--- src/rtl/vlog_push_crc_if.sv ---
// Job/result bundle between a producer (master) and the CRC-8 push engine (slave).
// The master supplies the two payload words and the result-ready signal;
// the engine returns the per-word consumption pulses and the CRC result.
interface vlog_push_crc_if;
    logic        new_data;
    logic [15:0] data_a;
    logic [15:0] data_b;
    logic        crc_ready;
    logic        push_a_done;
    logic        push_b_done;
    logic        crc_valid;
    logic [7:0]  crc_out;
    logic        crc_done;
    logic        busy;

    modport master (
        output new_data,
        output data_a,
        output data_b,
        output crc_ready,
        input  push_a_done,
        input  push_b_done,
        input  crc_valid,
        input  crc_out,
        input  crc_done,
        input  busy
    );

    modport slave (
        input  new_data,
        input  data_a,
        input  data_b,
        input  crc_ready,
        output push_a_done,
        output push_b_done,
        output crc_valid,
        output crc_out,
        output crc_done,
        output busy
    );
endinterface

--- src/rtl/vlog_push_crc.sv ---
// Four-byte CRC-8 push engine: captures two 16-bit words, folds one byte per
// cycle into a CRC-8 (MSB-first, non-reflected, no final XOR), then presents
// the result with a valid/ready handshake.
//
// state  | meaning
// IDLE   | waiting for new_data; only state that accepts a job
// PUSH_A | folding data_a[15:8] then data_a[7:0]
// PUSH_B | folding data_b[15:8] then data_b[7:0]
// CRC    | crc_valid high, holding crc_out until crc_ready
module vlog_push_crc #(
    parameter logic [7:0] POLY = 8'h07,
    parameter logic [7:0] INIT = 8'h00
) (
    input  logic              clk,
    input  logic              rst,
    vlog_push_crc_if.slave    bus
);

    typedef enum logic [1:0] {
        IDLE   = 2'd0,
        PUSH_A = 2'd1,
        PUSH_B = 2'd2,
        CRC    = 2'd3
    } state_t;

    state_t      state;
    logic [15:0] word_a;
    logic [15:0] word_b;
    logic [1:0]  byte_cnt;
    logic [7:0]  crc_reg;
    logic [7:0]  cur_byte;
    logic [7:0]  crc_next;
    logic        push_a_done_r;
    logic        push_b_done_r;
    logic        crc_valid_r;
    logic [7:0]  crc_out_r;

    // Eight serial shift steps of the CRC-8 LFSR for one byte, MSB first.
    function automatic logic [7:0] crc8_byte(input logic [7:0] crc_in, input logic [7:0] din);
        logic [7:0] c;
        logic       fb;
        c = crc_in;
        for (int i = 7; i >= 0; i--) begin
            fb = c[7] ^ din[i];
            c  = {c[6:0], 1'b0};
            if (fb) begin
                c = c ^ POLY;
            end
        end
        return c;
    endfunction

    // Byte selection follows the byte counter: a-high, a-low, b-high, b-low.
    always_comb begin
        cur_byte = 8'h00;
        case (byte_cnt)
            2'd0:    cur_byte = word_a[15:8];
            2'd1:    cur_byte = word_a[7:0];
            2'd2:    cur_byte = word_b[15:8];
            default: cur_byte = word_b[7:0];
        endcase
        crc_next = crc8_byte(crc_reg, cur_byte);
    end

    // Main sequencer: job capture, byte folding, registered pulses and result hold.
    always_ff @(posedge clk or posedge rst) begin
        if (rst) begin
            state         <= IDLE;
            word_a        <= 16'h0000;
            word_b        <= 16'h0000;
            byte_cnt      <= 2'd0;
            crc_reg       <= 8'h00;
            push_a_done_r <= 1'b0;
            push_b_done_r <= 1'b0;
            crc_valid_r   <= 1'b0;
            crc_out_r     <= 8'h00;
        end else begin
            push_a_done_r <= 1'b0;
            push_b_done_r <= 1'b0;
            case (state)
                IDLE: begin
                    if (bus.new_data) begin
                        word_a   <= bus.data_a;
                        word_b   <= bus.data_b;
                        crc_reg  <= INIT;
                        byte_cnt <= 2'd0;
                        state    <= PUSH_A;
                    end
                end
                PUSH_A: begin
                    crc_reg  <= crc_next;
                    byte_cnt <= byte_cnt + 2'd1;
                    // The pulse is registered here so it is high during the second byte cycle.
                    if (!byte_cnt[0]) begin
                        push_a_done_r <= 1'b1;
                    end else begin
                        state <= PUSH_B;
                    end
                end
                PUSH_B: begin
                    crc_reg  <= crc_next;
                    byte_cnt <= byte_cnt + 2'd1;
                    if (!byte_cnt[0]) begin
                        push_b_done_r <= 1'b1;
                    end else begin
                        // crc_out is a separate register so it survives after the handshake.
                        crc_out_r   <= crc_next;
                        crc_valid_r <= 1'b1;
                        state       <= CRC;
                    end
                end
                CRC: begin
                    if (bus.crc_ready) begin
                        crc_valid_r <= 1'b0;
                        state       <= IDLE;
                    end
                end
                default: begin
                    crc_valid_r <= 1'b0;
                    state       <= IDLE;
                end
            endcase
        end
    end

    // crc_done must coincide with the accepting cycle, so it is decoded from the held valid.
    always_comb begin
        bus.push_a_done = push_a_done_r;
        bus.push_b_done = push_b_done_r;
        bus.crc_valid   = crc_valid_r;
        bus.crc_out     = crc_out_r;
        bus.crc_done    = crc_valid_r & bus.crc_ready;
        bus.busy        = (state != IDLE);
    end

endmodule

--- src/flat_wrapper.sv ---
// flat-port wrapper written by rule: the top's interface ports become plain ports
module vlog_push_crc_flat 
#(
    parameter logic [7:0] POLY = 8'h07,
    parameter logic [7:0] INIT = 8'h00
)
  (clk, rst, bus_new_data, bus_data_a, bus_data_b, bus_crc_ready, bus_push_a_done, bus_push_b_done, bus_crc_valid, bus_crc_out, bus_crc_done, bus_busy);
  vlog_push_crc_if bus_i ();
  input  logic clk;
  input  logic rst;
  input wire logic [$bits(bus_i.new_data)-1:0] bus_new_data;
  input wire logic [$bits(bus_i.data_a)-1:0] bus_data_a;
  input wire logic [$bits(bus_i.data_b)-1:0] bus_data_b;
  input wire logic [$bits(bus_i.crc_ready)-1:0] bus_crc_ready;
  output wire logic [$bits(bus_i.push_a_done)-1:0] bus_push_a_done;
  output wire logic [$bits(bus_i.push_b_done)-1:0] bus_push_b_done;
  output wire logic [$bits(bus_i.crc_valid)-1:0] bus_crc_valid;
  output wire logic [$bits(bus_i.crc_out)-1:0] bus_crc_out;
  output wire logic [$bits(bus_i.crc_done)-1:0] bus_crc_done;
  output wire logic [$bits(bus_i.busy)-1:0] bus_busy;
  assign bus_i.new_data = bus_new_data;
  assign bus_i.data_a = bus_data_a;
  assign bus_i.data_b = bus_data_b;
  assign bus_i.crc_ready = bus_crc_ready;
  assign bus_push_a_done = bus_i.push_a_done;
  assign bus_push_b_done = bus_i.push_b_done;
  assign bus_crc_valid = bus_i.crc_valid;
  assign bus_crc_out = bus_i.crc_out;
  assign bus_crc_done = bus_i.crc_done;
  assign bus_busy = bus_i.busy;
  vlog_push_crc #(.POLY(POLY), .INIT(INIT)) u_core (.clk(clk), .rst(rst), .bus(bus_i));
endmodule
--- config.mk ---
export PLATFORM = sky130hd
export DESIGN_NAME = vlog_push_crc_flat
export DESIGN_NICKNAME = d
export VERILOG_FILES = /design/src/rtl/vlog_push_crc_if.sv /design/src/rtl/vlog_push_crc.sv /design/src/flat_wrapper.sv
export SDC_FILE = /design/constraint.sdc
export NUM_CORES = 1
export LEC_CHECK = 0
export CORE_UTILIZATION = 45
export DETAILED_ROUTE_END_ITERATION = 6
export PLACE_DENSITY = 0.71
export SKIP_CTS_REPAIR_TIMING = 1
export SYNTH_ARGS = -nofsm -noshare
export SYNTH_HDL_FRONTEND = slang
export SYNTH_SLANG_ARGS = --single-unit
--- constraint.sdc ---
create_clock -name clk -period 4.4 [get_ports clk]
set_input_delay 0.88 -clock clk [delete_from_list [all_inputs] [get_ports clk]]
set_output_delay 0.88 -clock clk [all_outputs]
set_load 0.02 [all_outputs]
==> summary.txt <==
Final layout
  – Final-stage net count: between 300 and 400
  – Share of layout cells above drive strength 1: 17.8%
  – Layout area overhead: 24.3%
  – Largest regs: u_core.word_a (16), u_core.word_b (16)
  – N_diodes: 0

Clock tree
  – Clk sink count: 55
  – Clock latency on the worst-skew pair: approximately 0.30 ns
  – Inserted Clock Buffers: 5
  – H-tree Lvls: 2
  – Clk slew on worst S/H paths: 0.09 ns
  – Clock buffer depth: 2
  – Root buf cell: clkbuf_8
  – CTS tree: done

Route
  – DRT Pass-1 Iters: 5
  – Via density per instance: 5.03
  – DR DRC count: 0
  – Iteration-0 DRC count of the detailed router: between 100 and 150
  – Post-DRT Antenna Nets: 0
  – WL/cell: between 10 and 15 microns
  – Total number of vias: about 1700
  – Routed WL: 4490 microns

STA
  – Max_slew headroom: between 40% and 50%
  – Tightest Pin Transition: approximately 0.78 ns
  – RSZ-0062 raised after global routing: false
  – Fin. Hold Viols: 0
  – Final setup skew: slightly below 0.006 ns
  – Post-Route Setup TNS: 0 ns
  – Final setup viols: 0
  – Final Cycle Share: approximately two thirds
  – Fmax: 0.337 GHz
  – Slew Limit Fails: 0
  – Min cycle time layout: 2.97 ns

Floorplanning
  – # IOs: just under 50
  – Rows: 27
  – Total Die Area: about 0.0060 sq mm
  – Core area: roughly 0.0055 sq mm
  – Die height: between 70 and 80 microns
  – Horiz. Die Dim: ~78 microns
  – Initial Utilization: between 40 and 50%

Logic synthesis
  – XOR/XNOR Fraction of Synth Area: under 10%
  – Post-synth ARST share: between 90% and 100%
  – Most common cell in the netlist: dfrtp_1
  – Synth Area in Compound Gates: 8.25%
  – Seq/Total Area, Yosys: approximately 53%
  – Synth cell types: 23
  – Post-Synthesis Cells: 210
  – List of most frequent post-synthesis cells: dfrtp_1, mux2_2, xnor2_1
  – Synth Flop Type: dfrtp_1
  – Avg Inst Size Synth: 12.3 sq um
  – Dominant cell type by area after synthesis: dfrtp_1
  – Top cells by area, synth: dfrtp_1, mux2_2, xnor2_1
  – Synth Area in Adders: 3.88%
  – Post-synthesis simple-gate area fraction: under 10%
  – Yosys warns: 0
  – Largest family of logic cells by synthesized area: multiplexers
  – Top cell type's share of synthesized area: about 53%
  – Post-Syn Nets: 254
  – Post-synth EDFFs: 0
  – Post-Syn Area: 0.00258 sq mm
  – Synthesis-stage register bit count: 55
  – Post-synthesis mux area share: roughly 17%

Critical path
  – Reg2Reg Setup Slack: 1.96 ns
  – Slowest cell on the critical path: clkdlybuf4s50_1
  – Reg2Reg Depth: 8
  – Crit path kind: in -> out
  – Most used cell, CP: clkdlybuf4s50_1
  – CP max FO: 3
  – Worst path cell trace: clkdlybuf4s50_1, and2_1, clkdlybuf4s50_1
  – Worst r2r dst: u_core.bus.crc_out[0]
  – Max stage delay on crit path: between 0.5 and 0.6 ns
  – Required @ worst endpoint: between 3 and 4 ns
  – Worst Setup Start Kind: input port
  – Crit. End Element: primary output
  – Worst r2r src: u_core.byte_cnt[0]
  – WP data arrival: between 2 and 2.5 ns

Place
  – PortBufs: 48
  – Final HPWL DP: approximately 3300 microns
  – GP Congestion: roughly 0.72

Run
  – MaxCap Viol Count: 0

GRT
  – Largest net degree at the start of global routing: 33
  – Remaining Overflow, GRT: 0
  – Antenna violations before repair: 0
  – Total Routing Usage GR: approximately 16%
  – Vias in the first global route: approximately 1600
  – First-pass GRT wire length: a little under 8000 microns

Min path
  – Hold Crit Depth: 1
  – Hold Path Sink: u_core.word_b[5]
  – Hold Startpoint: u_core.word_b[5]
  – Worst min path class: reg -> reg

Outcome
  – Status: complete, no violations
stage by stage:
| stage | instance area [sq um] | instances | utilization [%] | hold WS, ns | setup WS (ns) |
|---|---|---|---|---|---|
| floorplan | 2580 | 210 | - | 0.470 | 2.18 |
| global placement | 3120 | 323 | 56.6 | 0.485 | 1.44 |
| detailed placement | 3120 | 323 | 56.6 | 0.495 | 1.43 |
| CTS | 3200 | 331 | 58.2 | 0.517 | 1.42 |
| global route | 3200 | 331 | 58.2 | 0.530 | 1.40 |
| finish | 3200 | 331 | 58.2 | 0.514 | 1.43 |
critical path, delay by kind of cell:
kind | cells | cell delay [ns]
buffers and inverters | 2 | 1.08
AND/OR/NAND/NOR | 1 | 0.13
routing by layer:
| metal | vias up | global-route usage, % | part of all wire (%) |
|---|---|---|---|
| met5 | - | 0 | 0 |
| met4 | 0 | 4.91 | 0.91 |
| met3 | 5 | 3.76 | 4.8 |
| met2 | 56 | 24.2 | 45 |
| met1 | 796 | 23.8 | 49 |
| li1 | 807 | - | - |
layout by cell type, fill, tap and decap left out, drive strengths merged, types with 2 or more instances in the layout:
cell type       n
mux2i           8
nand2          13
ha              8
nor2b           3
clkdlybuf4s50  48
a21oi           8
xnor2          22
inv            16
o21ai          13
nor2            9
and2            2
mux2           32
buf             2
a222oi          8
clkbuf          6
dfrtp          55
cells by family (layout without fill, tap and decap cells):
family          Yosys count  in the layout
simple gates             28             28
fa+ha+maj                 8              8
flops                    55             55
buf+inv                  25             74
mux                      40             40
xor+xnor                 22             22
compound gates           32             32
how the worst max path moves through the flow:
stage | startpoint | end | cells past startpoint
floorplan | rst | u_core.bus.crc_out[0] | 1
global placement | bus_crc_ready | bus_crc_done | 3
detailed placement | bus_crc_ready | bus_crc_done | 3
CTS | bus_crc_ready | bus_crc_done | 3
global route | bus_crc_ready | bus_crc_done | 3
finish | bus_crc_ready | bus_crc_done | 3
area by class of cell:
cell class,instances,area (sq um)
inverter,16,60.1
clock buffer,6,72.6
multi-input combinational,130,1100
timing repair buffer,50,495
fill,476,2300
tap,72,90.1
sequential,55,1380
clock inverter,2,12.5
Power is left out: the tool's default activity adds up to more than one toggle a clock period on the data nets, which glitch-free logic cannot reach.
